## src/rtl/mem_pkg.sv

```systemverilog
`default_nettype none
// ============================================================================
// Module  : mem_pkg
// Purpose : Shared types and default widths for the memory arbiter slice.
// Revision: 1.0 - initial release
// ============================================================================
package mem_pkg;

  localparam int c_addr_w_def = 32;
  localparam int c_data_w_def = 32;

  typedef enum logic [1:0] {
    STAT_IDLE = 2'b00,
    STAT_BUSY = 2'b01,
    STAT_DONE = 2'b10,
    STAT_ERR  = 2'b11
  } status_t;

  typedef enum logic [1:0] {
    S_IDLE    = 2'b00,
    S_GRANT_I = 2'b01,
    S_GRANT_D = 2'b10,
    S_RESP    = 2'b11
  } arb_state_t;

  typedef enum logic {
    SIDE_I = 1'b0,
    SIDE_D = 1'b1
  } side_t;

  // Only meaningful when at least one request is present; contention goes
  // to whichever side was not served last.
  function automatic side_t pick_side(input logic ireq, input logic dreq,
                                      input side_t last);
    if (ireq && dreq) return (last == SIDE_I) ? SIDE_D : SIDE_I;
    else if (dreq)    return SIDE_D;
    else              return SIDE_I;
  endfunction

endpackage : mem_pkg
`default_nettype wire

```

## src/rtl/mem_arbiter.sv

```systemverilog
`default_nettype none
// ============================================================================
// Module  : mem_arbiter
// Purpose : Two-requester (instruction/data) arbiter onto one memory port,
//           with alternating priority under contention and an ack timeout.
// Revision: 1.0 - initial release
// ============================================================================
module mem_arbiter
  import mem_pkg::*;
#(
  parameter int ADDR_W  = c_addr_w_def,
  parameter int DATA_W  = c_data_w_def,
  parameter int TIMEOUT = 255
) (
  input  logic                clk,
  input  logic                rst,

  input  logic                i_req,
  input  logic [ADDR_W-1:0]   i_addr,
  output logic [DATA_W-1:0]   i_rdata,
  output logic [1:0]          i_status,

  input  logic                d_req,
  input  logic                d_we,
  input  logic [ADDR_W-1:0]   d_addr,
  input  logic [DATA_W-1:0]   d_wdata,
  input  logic [DATA_W/8-1:0] d_be,
  output logic [DATA_W-1:0]   d_rdata,
  output logic [1:0]          d_status,

  output logic                m_req,
  output logic                m_we,
  output logic [ADDR_W-1:0]   m_addr,
  output logic [DATA_W-1:0]   m_wdata,
  output logic [DATA_W/8-1:0] m_be,
  input  logic                m_ack,
  input  logic [DATA_W-1:0]   m_rdata
);

  localparam int c_be_w  = DATA_W / 8;
  localparam int c_cnt_w = $clog2(TIMEOUT + 1);
  localparam logic [c_cnt_w-1:0] c_cnt_last = c_cnt_w'(TIMEOUT - 1);

  arb_state_t          r_state;
  side_t               r_last;
  logic                r_err;
  logic [c_cnt_w-1:0]  r_cnt;
  logic                r_m_req;
  logic                r_m_we;
  logic [ADDR_W-1:0]   r_m_addr;
  logic [DATA_W-1:0]   r_m_wdata;
  logic [c_be_w-1:0]   r_m_be;
  logic [DATA_W-1:0]   r_i_rdata;
  logic [DATA_W-1:0]   r_d_rdata;

  side_t               w_pick;
  status_t             w_i_status;
  status_t             w_d_status;

  assign w_pick = pick_side(i_req, d_req, r_last);

  always_ff @(posedge clk) begin
    if (!rst) begin
      r_state   <= S_IDLE;
      r_last    <= SIDE_I;
      r_err     <= 1'b0;
      r_cnt     <= '0;
      r_m_req   <= 1'b0;
      r_m_we    <= 1'b0;
      r_m_addr  <= '0;
      r_m_wdata <= '0;
      r_m_be    <= '0;
      r_i_rdata <= '0;
      r_d_rdata <= '0;
    end else begin
      case (r_state)
        S_IDLE: begin
          if (i_req || d_req) begin
            if (w_pick == SIDE_D) begin
              r_state   <= S_GRANT_D;
              r_m_we    <= d_we;
              r_m_addr  <= d_addr;
              r_m_wdata <= d_wdata;
              r_m_be    <= d_be;
            end else begin
              r_state   <= S_GRANT_I;
              r_m_we    <= 1'b0;
              r_m_addr  <= i_addr;
              r_m_wdata <= '0;
              r_m_be    <= '1;
            end
            r_last  <= w_pick;
            r_m_req <= 1'b1;
            r_cnt   <= '0;
            r_err   <= 1'b0;
          end
        end

        S_GRANT_I, S_GRANT_D: begin
          // An ack on the final permitted cycle still completes normally.
          if (m_ack) begin
            r_m_req <= 1'b0;
            r_err   <= 1'b0;
            r_state <= S_RESP;
            if (!r_m_we) begin
              if (r_state == S_GRANT_D) r_d_rdata <= m_rdata;
              else                      r_i_rdata <= m_rdata;
            end
          end else if (r_cnt == c_cnt_last) begin
            r_m_req <= 1'b0;
            r_err   <= 1'b1;
            r_state <= S_RESP;
            r_cnt   <= r_cnt + 1'b1;
            if (r_state == S_GRANT_D) r_d_rdata <= '0;
            else                      r_i_rdata <= '0;
          end else begin
            r_cnt <= r_cnt + 1'b1;
          end
        end

        S_RESP: begin
          r_state <= S_IDLE;
        end

        default: begin
          r_state <= S_IDLE;
        end
      endcase
    end
  end

  // Status is forced to IDLE while reset is asserted so no stale pulse leaks.
  always_comb begin
    w_i_status = STAT_IDLE;
    w_d_status = STAT_IDLE;
    if (rst) begin
      if (i_req) w_i_status = STAT_BUSY;
      if (d_req) w_d_status = STAT_BUSY;
      case (r_state)
        S_GRANT_I: w_i_status = STAT_BUSY;
        S_GRANT_D: w_d_status = STAT_BUSY;
        S_RESP: begin
          if (r_last == SIDE_I) w_i_status = r_err ? STAT_ERR : STAT_DONE;
          else                  w_d_status = r_err ? STAT_ERR : STAT_DONE;
        end
        default: begin
        end
      endcase
    end
  end

  assign i_status = w_i_status;
  assign d_status = w_d_status;
  assign i_rdata  = r_i_rdata;
  assign d_rdata  = r_d_rdata;
  assign m_req    = r_m_req;
  assign m_we     = r_m_we;
  assign m_addr   = r_m_addr;
  assign m_wdata  = r_m_wdata;
  assign m_be     = r_m_be;

endmodule : mem_arbiter
`default_nettype wire

```

## config.mk

```make
export PLATFORM = sky130hd
export DESIGN_NAME = mem_arbiter
export DESIGN_NICKNAME = d
export VERILOG_FILES = /design/src/rtl/mem_pkg.sv /design/src/rtl/mem_arbiter.sv
export SDC_FILE = /design/constraint.sdc
export NUM_CORES = 1
export LEC_CHECK = 0
export BUFFER_PORTS_ARGS = -buffer_cell sky130_fd_sc_hd__buf_2
export CAP_MARGIN = 10
export CORE_ASPECT_RATIO = 1.2
export CORE_MARGIN = 4
export CORE_UTILIZATION = 25
export CTS_BUF_LIST = sky130_fd_sc_hd__clkbuf_8
export CTS_CLUSTER_SIZE = 28
export DETAILED_ROUTE_END_ITERATION = 7
export PLACE_DENSITY_LB_ADDON = 0.12
export SLEW_MARGIN = 30
export SYNTH_ARGS = -nofsm -noshare
export SYNTH_HDL_FRONTEND = slang
export SYNTH_SLANG_ARGS = --single-unit
```

## constraint.sdc

```tcl
create_clock -name clk -period 1.55 [get_ports clk]
set_input_delay 0.0775 -clock clk [delete_from_list [all_inputs] [get_ports clk]]
set_output_delay 0.0775 -clock clk [all_outputs]
set_load 0.05 [all_outputs]
```

**Word-level counts from Yosys, hierarchy flattened**

Index checks and enable logic that the tools add are counted.

- Bitwise gates (word level): 1
- Reductions and logical operators: 12
- Add/sub/neg operators: 1
- Muxes and demuxes: 42
- Eq/ne operators: 8

Operators by type and width:

| kind | count |
|---|---|
| 32-bit two-way mux | 12 |
| 2-bit two-way mux | 8 |
| 8-bit two-way mux | 2 |
| 8-bit one-hot mux with 2 select lines | 1 |
| 1-bit two-way mux | 13 |
| 8-bit by 1-bit adder with 8-bit output, second input constant | 1 |
| 8-bit == test, second input constant | 1 |
| 2-bit one-hot mux with 2 select lines | 2 |
| 4-bit AND reduction | 2 |
| 2-bit != test, second input constant | 3 |
| 2-bit one-hot mux with 3 select lines | 1 |
| 3-bit AND reduction | 2 |
| 2-bit == test, second input constant | 2 |
| 4-bit two-way mux | 1 |
| 1-bit one-hot mux with 2 select lines | 2 |
| 2-bit AND reduction | 2 |
| 2-bit nonzero test | 2 |
| 3-bit != test, second input constant | 1 |
| 2-bit by 1-bit == test with 1-bit output, second input constant | 1 |
| 2-bit logical NOT | 1 |
| 2-bit OR reduction | 1 |
| 1-bit logical AND | 1 |
| 1-bit logical OR | 1 |
| 1-bit NOT | 1 |

- Flip-flop bits (word level): 146
- Logic and storage cells: 75
- Input bits: 138

**Longest topological paths before layout**

Gate-level depths: netlist (run 1).

- Depth in word-level cells: 5
- Gate-level depth with buffers: 8
- Depth with buffers taken out: 6

**Worst setup path before layout (run 1)**

No wires, ideal clock.

- Path kind: reg-to-reg
- From: register r_state[0]
- To: register r_cnt[7]
- Stages on the path, launching flop included: 7
- Arrival time: 1.607 ns
- Clock period less this slack: 1.680 ns
- Setup slack: -0.130 ns
- Buffers on the path: 1
- Cell sequence: dfxtp_1 -> inv_1 -> ha_1 -> clkbuf_1 -> o2111ai_1 -> or3_1 -> a21oi_1

- Word-level cells in the longest chain between the ends: 4
- Elaborated cells on any way between the ends: 9
- Classes of those cells: 4 x eq/ne; 1 x mux; 4 x reduce/logical

RTL lines:

| element | RTL line | source |
|---|---|---|
| start: declaration | mem_arbiter.sv:44 | `arb_state_t r_state;` |
| start signal: assignment | mem_arbiter.sv:64 | `r_state <= S_IDLE;` |
| start signal: assignment | mem_arbiter.sv:80 | `r_state <= S_GRANT_D;` |
| start signal: assignment | mem_arbiter.sv:86 | `r_state <= S_GRANT_I;` |
| 2-bit == test or 2-bit by 1-bit == test with 1-bit output (tied branches) | mem_arbiter.sv:76 | `case (r_state)` |
| 2-bit OR reduction | mem_arbiter.sv:76 |  |
| 2-bit != test (no line) or 2-bit nonzero test (tied branches) | -- |  |
| 3-bit AND reduction (no line) | -- |  |
| end signal: assignment | mem_arbiter.sv:113 | `r_cnt <= r_cnt + 1'b1;` |
| end signal: assignment | mem_arbiter.sv:117 | `r_cnt <= r_cnt + 1'b1;` |
| end: declaration | mem_arbiter.sv:47 | `logic [c_cnt_w-1:0] r_cnt;` |

Several ways; a longest one is shown, not always the timed one.
A chain may end at the register's enable or synchronous reset.

**Worst setup path in the final report (run 1)**

- From: register r_state[1]
- To: output i_status[0]

- Word-level cells in the longest chain between the ends: 3
- Elaborated cells on any way between the ends: 4
- Classes of those cells: 2 x eq/ne; 2 x mux

RTL lines:

| element | RTL line | source |
|---|---|---|
| 2-bit == test or 2-bit by 1-bit == test with 1-bit output (tied branches) | mem_arbiter.sv:139 | `case (r_state)` |
| 2-bit one-hot mux with 2 select lines * | mem_arbiter.sv:139 |  |
| 2-bit two-way mux * | mem_arbiter.sv:136 | `if (rst) begin` |
| end: declaration | mem_arbiter.sv:21 | `output logic [1:0] i_status,` |

Mark *: on every way between the ends. The rest lies on a longest branch, timed or not.

==> metrics, run 1 <==
status=finished with violations; violated checks=setup timing; via count of the first global-routing pass=5,969; multi-input logic area=2420 µm²; DR pass1 iterations=5; CP Cell Sequence=buf_6 > ha_4 > nand2b_4 > mux2i_2 > a21oi_2 > buf_6; Final HPWL DP=12,200 µm; clock share of power=19.5%; die height=169 µm; most used cell, CP=buf_6; Layout Nets=1,094; initial antenna violation count=1; Worst path max stage delay=330 ps; Num CTS Buffers=17; most frequent cell after synthesis=dfxtp_1; Top Usage Layer GRT=met2; Hold Crit Class=in -> reg; Hold Slack=99.1 ps; crit path from=r_state[1]$_SDFFE_PN0P_; Post-Syn Nets=650; Worst path slowest cell=dfxtp_2; filler instances=1,973; Commonest cells post-synth=dfxtp_1 (146), nor2_1 (72), a22o_1 (64); number of synthesized flops with an enable pin=0; core area=21,000 µm²; cell taking the most area after synthesis=dfxtp_1; IO Count=276; P&R area growth vs syn=79.1%; share of the synthesized area in the top cell type=54.4%; # DRC=0; R2R Path Start=r_state[0]$_SDFFE_PN0P_; crit path kind=reg -> out; total wire length=20,100 µm; Global Route Usage Sum=15.9%; Worst-Skew Late Latency=450 ps; syn_area_per_cell=10.6 µm²; LEAKAGE=4.46 nW; Seq pwr share=30.7%; pre-CTS WS=-107 ps; CTS clk-pin slew, worst paths=80 ps; max-cap violations=0; grt met1 use=17.3%; Worst Skew=17.9 ps; IO Port Bufs=275; H-Tree Level Count=4; Post-synth ARST share=0%; Hold Path Origin=rst; Setup WS post-layout=-157 ps; First DRT Iteration DRCs=199; post-route clock period utilization=110%; Max Clk Rate=0.586 GHz; layout cells sized above 1=43.2%; Slew HR=76.4%; warnings from Yosys=0; Int Power=0.00914 W; Main synth FF type=dfxtp_1; PwrDens=1690 nW/µm²; Req. time, crit path=1470 ps; Vias/cell=4.58; design area=9620 µm²; Max VDD drop=0.872 mV; Gate power share=49.8%; # rows=58; final setup violation count=88; GRT met2 Usage=28.6%; clk sinks=146; initial core utilization=25.5%; Least-Margin Pin Slew=355 ps; Final Max Tran Viols=0; Syn Inst Count=506; wire length per cell=16.3 µm; post-synthesis sequential area ratio=54.4%; met3 Use GR=4.61%; Routability Congestion=0.786; Final Hold Fails=0; register area=2930 µm²; largest net degree at the start of global routing=75; fin crit period=1710 ps; RSZ-0062 raised after global routing=yes; CTS tree=built; Netlist cell types=40; Die W=142 µm; critical path arrival=1630 ps; clk buf depth=2; Syn Std Cell Area=5370 µm²; Startpoint Class=flop; Routed Antenna Nets=0; maximum fanout along the worst path=4; Net Switching=0.00714 W; Clock Tree Root=clkbuf_8; #FFs+latches synth=146; switching share of total power=43.9%; global-route wire length before repair=30,400 µm; post-placement cell area=7310 µm²; synth top area cells=dfxtp_1 (54%), a22o_1 (10%), mux2i_1 (6.7%); Worst setup EP type=primary output; die area=23,900 µm²; via count=5,656; fin util=45.7%; global route total overflow=0
-- layout by cell type, fill, tap and decap left out, drive strengths merged, types with 3 or more instances in the layout --
cell,netlist,final
buf,24,327
dfxtp,146,146
dlygate4sd3,0,133
nor2,73,73
a22o,64,64
mux2i,36,36
a211oi,33,33
a22oi,33,33
clkbuf,17,25
inv,8,14
a21oi,12,12
o21ai,10,10
nand2,8,8
ha,6,6
or3,5,5
o221a,4,4
nand2b,3,3
-- worst max-delay path, delay by kind of cell (launching register included) --
family / cells / cell delay [ps]
flip-flops: 1 / 330
buffers and inverters: 2 / 290
AND/OR/NAND/NOR: 1 / 70
AO/OA/AOI/OAI: 1 / 90
adder cells (fa/ha/maj): 1 / 170
multiplexers: 1 / 240
-- power groups by stage --
stage               clock network [W]  registers, W  logic [W]
floorplan                           0       0.00765    0.00221
global placement                    0       0.00505    0.00679
detailed placement                  0       0.00504    0.00685
CTS                           0.00331       0.00499    0.00772
global route                  0.00346       0.00509    0.00857
finish                        0.00318       0.00500    0.00810
-- worst paths after layout --
path	endpoint	slack (ps)	depth (start not counted)
worst min-delay path	m_be[0]$_SDFFE_PN0P_	100	3
worst max register to register	i_rdata[7]$_SDFFE_PN0P_	-120	7
worst min register to register	i_rdata[19]$_SDFFE_PN0P_	470	1
worst max-delay path	i_status[0]	-160	6
-- what timing repair did --
action	CTS	global route
gates cloned	5	5
pin swaps	11	11
gates resized for setup	42	29
setup endpoints to repair	111	147
buffers inserted	12	2
hold endpoints to repair	133	0
hold buffers	133	0
-- cells by family after synthesis --
group | Yosys count | synth area share [%]
AOI/OAI and AO/OA | 165 | 24.0
DFF | 146 | 54.4
and+or+nand+nor | 103 | 8.78
buffers and inverters | 49 | 4.57
muxes | 36 | 6.71
adders and majority gates | 6 | 1.40
xor gates and xnor gates | 1 | 0.163
-- sequential cells by signal, summed over array words and instances (netlist names) --
signal and count:
i_rdata 32, m_addr 32, d_rdata 32, r_last 1, m_req 1, r_err 1, m_we 1, m_wdata 32
m_be 4, r_state 2, r_cnt 8
-- cell type report --
class                   count  area share (%)
well taps                 270            3.51
clock buffers              20            2.86
clock inverters            12            1.50
repair buffers            466            36.1
flip-flops and latches    146            30.5
multi-input cells         311            25.1
diodes                      1          0.0260
inverters                   8           0.338
-- through the flow --
stage	cells	total power, W	TNS, ps
after floorplan	506	0.00986	-17.5
after global placement	1047	0.0118	-2470
after detailed placement	1047	0.0119	-5190
after CTS	1229	0.0160	-6540
after global routing	1234	0.0171	-13170
final	1234	0.0163	-3500
-- routing by layer --
layer / vias to the layer above / part of all wire [%]
met1: 2632 / 39
met2: 225 / 51
met3: 35 / 7.0
met5: - / 0
met4: 0 / 2.7
li1: 2764 / -
(Power assumes the default switching activity.)
==> inputs of run 2 (changes only) <==
--- a/config.mk
+++ b/config.mk
@@ -5,7 +5,6 @@
 export SDC_FILE = /design/constraint.sdc
 export NUM_CORES = 1
 export LEC_CHECK = 0
-export BUFFER_PORTS_ARGS = -buffer_cell sky130_fd_sc_hd__buf_2
 export CAP_MARGIN = 10
 export CORE_ASPECT_RATIO = 1.2
 export CORE_MARGIN = 4
@@ -13,6 +12,7 @@
 export CTS_BUF_LIST = sky130_fd_sc_hd__clkbuf_8
 export CTS_CLUSTER_SIZE = 28
 export DETAILED_ROUTE_END_ITERATION = 7
+export DONT_BUFFER_PORTS = 1
 export PLACE_DENSITY_LB_ADDON = 0.12
 export SLEW_MARGIN = 30
 export SYNTH_ARGS = -nofsm -noshare
==> run 2 against run 1 <==
  * The flow finishes with violations (hold timing, setup timing)
  * Sequential share of layout area is 1.7 points higher
  * Count of clock-buffer cells in the layout is 3 lower
  * Global-route usage down 0.97 points
  * Sequential cell count did not move
  * Critical path depth unchanged
  * First-iteration DRC count is 18% lower
  * Critical path type unchanged
==> metrics, run 2 (same netlist as run 1, synthesis figures left out) <==
Num CTS Buffers=17 (unchanged); status=finished with violations (unchanged); Hold Path Origin=i_req (was rst); Slew HR=74.7% (was 76.4%); Layout Nets=951 (was 1,094); Startpoint Class=flop (unchanged); fin crit period=1720 ps (was 1710 ps); Die W=142 µm (unchanged); IO Count=276 (unchanged); R2R Path Start=r_cnt[0]$_SDFFE_PN0P_ (was r_state[0]$_SDFFE_PN0P_); RSZ-0062 raised after global routing=yes (unchanged); post-route clock period utilization=111% (was 110%); via count of the first global-routing pass=5,471 (was 5,969); Max VDD drop=1.17 mV (was 0.872 mV); CTS clk-pin slew, worst paths=80 ps (about the same); total wire length=19,000 µm (was 20,100 µm); die area=23,900 µm² (unchanged); pre-CTS WS=-147 ps (was -107 ps); CTS tree=built (unchanged); clock share of power=17.6% (was 19.5%); Least-Margin Pin Slew=378 ps (was 355 ps); Final HPWL DP=11,600 µm (was 12,200 µm); global route total overflow=0 (unchanged); max-cap violations=0 (unchanged); clk buf depth=2 (unchanged); initial antenna violation count=0 (was 1); Gate power share=51.1% (was 49.8%); final setup violation count=73 (was 88); global-route wire length before repair=28,500 µm (was 30,400 µm); layout cells sized above 1=33.0% (was 43.2%); critical path arrival=1640 ps (was 1630 ps); # rows=58 (unchanged); # DRC=0 (unchanged); Clock Tree Root=clkbuf_8 (unchanged); initial core utilization=25.5% (unchanged); die height=169 µm (unchanged); Buffers & Inverters on Critical Path=2 (unchanged); core area=21,000 µm² (unchanged); Worst setup EP type=primary output (unchanged); Final Hold Fails=1 (was 0); Routed Antenna Nets=0 (unchanged); DR pass1 iterations=5 (unchanged); worst reg2reg path depth=9 (was 7); largest net degree at the start of global routing=75 (unchanged); Hold Crit Class=in -> reg (unchanged); critical path depth=6 (unchanged); maximum fanout along the worst path=4 (unchanged); violated checks=hold timing, setup timing (was setup timing); PwrDens=1740 nW/µm² (was 1690 nW/µm²); most frequent cells in the layout=buf_4 (160), dfxtp_1 (140), dlygate4sd3_1 (138) (was buf_2 (271), dfxtp_1 (139), dlygate4sd3_1 (133)); H-Tree Level Count=4 (unchanged); IO Port Bufs=0 (was 275); clk sinks=146 (unchanged); Max Clk Rate=0.581 GHz (was 0.586 GHz); internal reg-to-reg setup slack=-100 ps (was -120 ps); hold path endpoint=r_err$_SDFFE_PN0P_ (was m_be[0]$_SDFFE_PN0P_); Setup WS post-layout=-172 ps (was -157 ps); Worst Skew=10.5 ps (was 17.9 ps); crit path kind=reg -> out (unchanged); wire length per cell=17.4 µm (was 16.3 µm); Hold Crit Depth=3 (unchanged); Int Power=0.00869 W (was 0.00914 W); Vias/cell=4.75 (was 4.58); Hold Slack=-15.3 ps (was 99.1 ps); via count=5,182 (was 5,656); Seq pwr share=31.3% (was 30.7%); P&R area growth vs syn=69.4% (was 79.1%); Worst-Skew Late Latency=440 ps (was 450 ps); Worst path slowest cell=dfxtp_2 (unchanged); commonest non-fill, non-tap cell in the layout=buf_4 (was buf_2); CP Cell Sequence=buf_6 > ha_4 > nand2_2 > mux2i_4 > a21oi_4 > buf_12 (was buf_6 > ha_4 > nand2b_4 > mux2i_2 > a21oi_2 > buf_6); Final Max Tran Viols=0 (unchanged); Worst path max stage delay=340 ps (was 330 ps); Inserted Diodes=0 (was 1); switching share of total power=45.1% (was 43.9%); LEAKAGE=3.82 nW (was 4.46 nW); worst r2r dst=d_rdata[29]$_SDFFE_PN0P_ (was i_rdata[7]$_SDFFE_PN0P_); Req. time, crit path=1470 ps (about the same); Net Switching=0.00713 W (was 0.00714 W); Routability Congestion=0.754 (was 0.786); First DRT Iteration DRCs=163 (was 199); CP delay by family, top=flip-flops (unchanged); Global Route Usage Sum=15.0% (was 15.9%)
run 2: power groups by stage:
stage	Clock, W	Sequential, W	Combinational (W)
after global placement	0	0.00500	0.00714
after detailed placement	0	0.00500	0.00721
after CTS	0.00294	0.00495	0.00792
after global routing	0.00310	0.00505	0.00857
after floorplan	0	0.00765	0.00221
final	0.00279	0.00495	0.00808
run 2: how the worst max path moves through the flow:
| stage | slack [ps] | to | startpoint |
|---|---|---|---|
| 2_1_floorplan | -9 | r_cnt[4]$_SDFFE_PN0P_ | r_state[0]$_SDFFE_PN0P_ |
| 3_3_place_gp | -80 | r_cnt[4]$_SDFFE_PN0P_ | r_state[0]$_SDFFE_PN0P_ |
| 4_1_cts | -210 | i_status[0] | r_state[1]$_SDFFE_PN0P_ |
| 3_5_place_dp | -150 | r_cnt[4]$_SDFFE_PN0P_ | r_state[0]$_SDFFE_PN0P_ |
| 5_1_grt | -270 | d_status[0] | r_state[1]$_SDFFE_PN0P_ |
| 6_report | -170 | d_status[0] | r_state[0]$_SDFFE_PN0P_ |
run 2: routing by layer:
metal | GRT usage (%) | wire [µm] | up-vias
li1 | - | - | 2476
met4 | 4.63 | 267 | 0
met5 | 0 | 0 | -
met2 | 27.8 | 9960 | 209
met3 | 5.11 | 1350 | 22
met1 | 15.8 | 7420 | 2475
run 2: layout make-up:
class,count,area (µm²)
timing repair buffer,323,2990
sequential,146,2930
fill,1989,11900
tap,270,338
multi-input combinational,311,2450
inverter,8,30.0
clock inverter,15,125
clock buffer,17,234
run 2: tightest hold or removal path, delay by kind of cell:
family          cells  cell delay (ps)
compound gates      1              100
simple gates        2              190
run 2: timing repair:
action                                 CTS  global route
endpoints found under the hold margin  146            14
gates cloned                             3             2
setup buffers                           10             4
hold buffers                           132             6
setup endpoints to repair               77           109
pin swaps                               10            13
gates resized for setup                 37            29
run 2: per-stage QoR:
step | cell area (µm²) | power (W) | utilization (%) | cells | TNS, ps
2_1_floorplan | 5410 | 0.00986 | - | 506 | -17.5
3_3_place_gp | 6970 | 0.0121 | 33.1 | 907 | -1960
3_5_place_dp | 6970 | 0.0122 | 33.1 | 907 | -3190
4_1_cts | 8940 | 0.0158 | 42.5 | 1084 | -3260
5_1_grt | 9100 | 0.0167 | 43.2 | 1090 | -11280
6_report | 9100 | 0.0158 | 43.2 | 1090 | -4810
==> inputs of run 3 (changes only) <==
--- a/config.mk
+++ b/config.mk
@@ -13,6 +13,7 @@
 export CTS_CLUSTER_SIZE = 28
 export DETAILED_ROUTE_END_ITERATION = 7
 export DONT_BUFFER_PORTS = 1
+export MAX_ROUTING_LAYER = met4
 export PLACE_DENSITY_LB_ADDON = 0.12
 export SLEW_MARGIN = 30
 export SYNTH_ARGS = -nofsm -noshare
==> run 3 against run 2 <==
  * The run still ends with hold timing, setup timing left
  * Sequential cell count stayed put
  * Worst hold slack hardly changed
  * Highest routed layer unchanged
  * Final area stayed put
  * Clock skew hardly changed
  * Utilization stayed put
  * Sequential power hardly changed
  * Routed wire length hardly changed
  * Largest power group unchanged
  * Critical path depth stayed put
  * Worst setup slack hardly changed
==> metrics, run 3 (same netlist as run 1, synthesis figures left out) <==
post-placement cell area=6970 µm² (unchanged); clk sinks=146 (unchanged); DR pass1 iterations=6 (was 5); IO Port Bufs=0 (unchanged); DR WL met2=10,000 µm (was 9960 µm); worst reg2reg path depth=9 (unchanged); final setup violation count=73 (unchanged); crit path kind=reg -> out (unchanged); worst setup path end=d_status[0] (unchanged); internal reg-to-reg setup slack=-100 ps (about the same); layout cells sized above 1=33.0% (unchanged); critical path arrival=1640 ps (about the same); die height=169 µm (unchanged); Met1 Wirelength=7550 µm (was 7420 µm); First DRT Iteration DRCs=155 (was 163); Worst Skew=10.7 ps (was 10.5 ps); Inserted Diodes=0 (unchanged); clk buf depth=2 (unchanged); CTS tree=built (unchanged); Routed Antenna Nets=0 (unchanged); status=finished with violations (unchanged); Layout Nets=951 (unchanged); Max Clk Rate=0.581 GHz (about the same); wire length on met3=1230 µm (was 1350 µm); total wire length=19,000 µm (about the same); wire length per cell=17.4 µm (about the same); worst r2r dst=d_rdata[29]$_SDFFE_PN0P_ (unchanged); via count=5,180 (was 5,182); Routability Congestion=0.763 (was 0.754); global-route wire length before repair=28,500 µm (about the same); commonest non-fill, non-tap cell in the layout=buf_4 (unchanged); Worst-Skew Late Latency=440 ps (about the same); Worst setup EP type=primary output (unchanged); H-Tree Level Count=4 (unchanged); design area=9100 µm² (unchanged); Hold Slack=-15.4 ps (was -15.3 ps); Die W=142 µm (unchanged); # rows=58 (unchanged); fin crit period=1720 ps (about the same); Startpoint Class=flop (unchanged); # DRC=0 (unchanged); Max VDD drop=1.17 mV (about the same); CP Cell Sequence=buf_6 > ha_4 > nand2_2 > mux2i_4 > a21oi_4 > buf_12 (unchanged); maximum fanout along the worst path=4 (unchanged); R2R Path Start=r_cnt[0]$_SDFFE_PN0P_ (unchanged); via count of the first global-routing pass=5,470 (was 5,471); violated checks=hold timing, setup timing (unchanged); Global Route Usage Sum=15.4% (was 15.0%); Clock Tree Root=clkbuf_8 (unchanged); die area=23,900 µm² (unchanged); RSZ-0062 raised after global routing=yes (unchanged); Num CTS Buffers=17 (unchanged); PwrDens=1740 nW/µm² (about the same); most frequent cells in the layout=buf_4 (160), dfxtp_1 (140), dlygate4sd3_1 (138) (unchanged); Slew HR=75.3% (was 74.7%); Worst path slowest cell=dfxtp_2 (unchanged); Final Hold Fails=1 (unchanged); Final HPWL DP=11,600 µm (unchanged); post-route clock period utilization=111% (about the same); IO Count=276 (unchanged); crit path from=r_state[0]$_SDFFE_PN0P_ (unchanged); largest net degree at the start of global routing=75 (unchanged); highest routed layer=met4 (unchanged); initial antenna violation count=0 (unchanged); Worst path max stage delay=340 ps (about the same); Vias/cell=4.75 (about the same); LEAKAGE=3.82 nW (unchanged); Hold Crit Class=in -> reg (unchanged); CTS clk-pin slew, worst paths=80 ps (about the same); Setup WS post-layout=-172 ps (about the same); filler instances=1,989 (unchanged); Final Max Tran Viols=0 (unchanged); total power draw=0.0158 W (about the same); core area=21,000 µm² (unchanged); max-cap violations=0 (unchanged); Least-Margin Pin Slew=369 ps (was 378 ps); P&R area growth vs syn=69.4% (unchanged); initial core utilization=25.5% (unchanged); global route total overflow=0 (unchanged); Req. time, crit path=1470 ps (about the same)
[run 3: cell counts in the layout (fill, tap and decap cells not counted)]
Identical to the previous run, type by type.
[run 3: final cells by class]
type | instances | area (µm²) | area share, %
clock buffer | 17 | 234 | 2.57
clock inverter | 15 | 125 | 1.37
inverter | 8 | 30.0 | 0.330
multi-input combinational | 311 | 2450 | 27.0
sequential | 146 | 2930 | 32.2
tap | 270 | 338 | 3.71
timing repair buffer | 323 | 2990 | 32.9
[run 3: critical path, delay by kind of cell (launching register included)]
family,cells,cell delay (ps)
AO/OA/AOI/OAI,1,80
adder cells (fa/ha/maj),1,160
buffers and inverters,2,280
flip-flops,1,340
multiplexers,1,250
AND/OR/NAND/NOR,1,90
[run 3: worst min path at each step]
stage / end / from / cells past startpoint / slack (ps)
after floorplan: i_rdata[10]$_SDFFE_PN0P_ / m_rdata[10] / 1 / 210
after global placement: i_rdata[26]$_SDFFE_PN0P_ / m_rdata[26] / 1 / 210
after detailed placement: d_rdata[25]$_SDFFE_PN0P_ / m_rdata[25] / 1 / 210
after CTS: m_be[3]$_SDFFE_PN0P_ / rst / 1 / -270
after global routing: r_err$_SDFFE_PN0P_ / i_req / 3 / -30
final: r_err$_SDFFE_PN0P_ / i_req / 3 / -20
[run 3: report_power, final]
part | internal (W) | total, W | switching (W)
logic | 0.00298 | 0.00809 | 0.00510
registers | 0.00456 | 0.00495 | 0.000395
clock network | 0.00115 | 0.00279 | 0.00163
total | 0.00869 | 0.0158 | 0.00713
[run 3: routing by layer]
metal / up-vias / global-route usage [%]
li1: 2476 / -
met1: 2483 / 16.2
met2: 203 / 27.7
met3: 18 / 4.46
met4: 0 / 4.67
met5: - / -
[run 3: timing repair]
item | 4_1_cts | 5_1_grt
hold endpoints to repair | 146 | 14
hold buffers | 132 | 6
resized for setup | 37 | 29
buffers inserted | 10 | 4
setup endpoints to repair | 77 | 109
pin swaps | 10 | 13
cloned | 3 | 2
[run 3: per-stage QoR]
stage	std cells	hold slack, ps	TNS, ps	setup slack [ps]	utilization, %
detailed placement	907	213	-3190	-147	33.1
finish	1090	-15.4	-4810	-172	43.2
floorplan	506	210	-17.5	-8.81	-
CTS	1084	-270	-3260	-210	42.5
global route	1090	-29.2	-11280	-271	43.2
global placement	907	211	-1960	-75.0	33.1
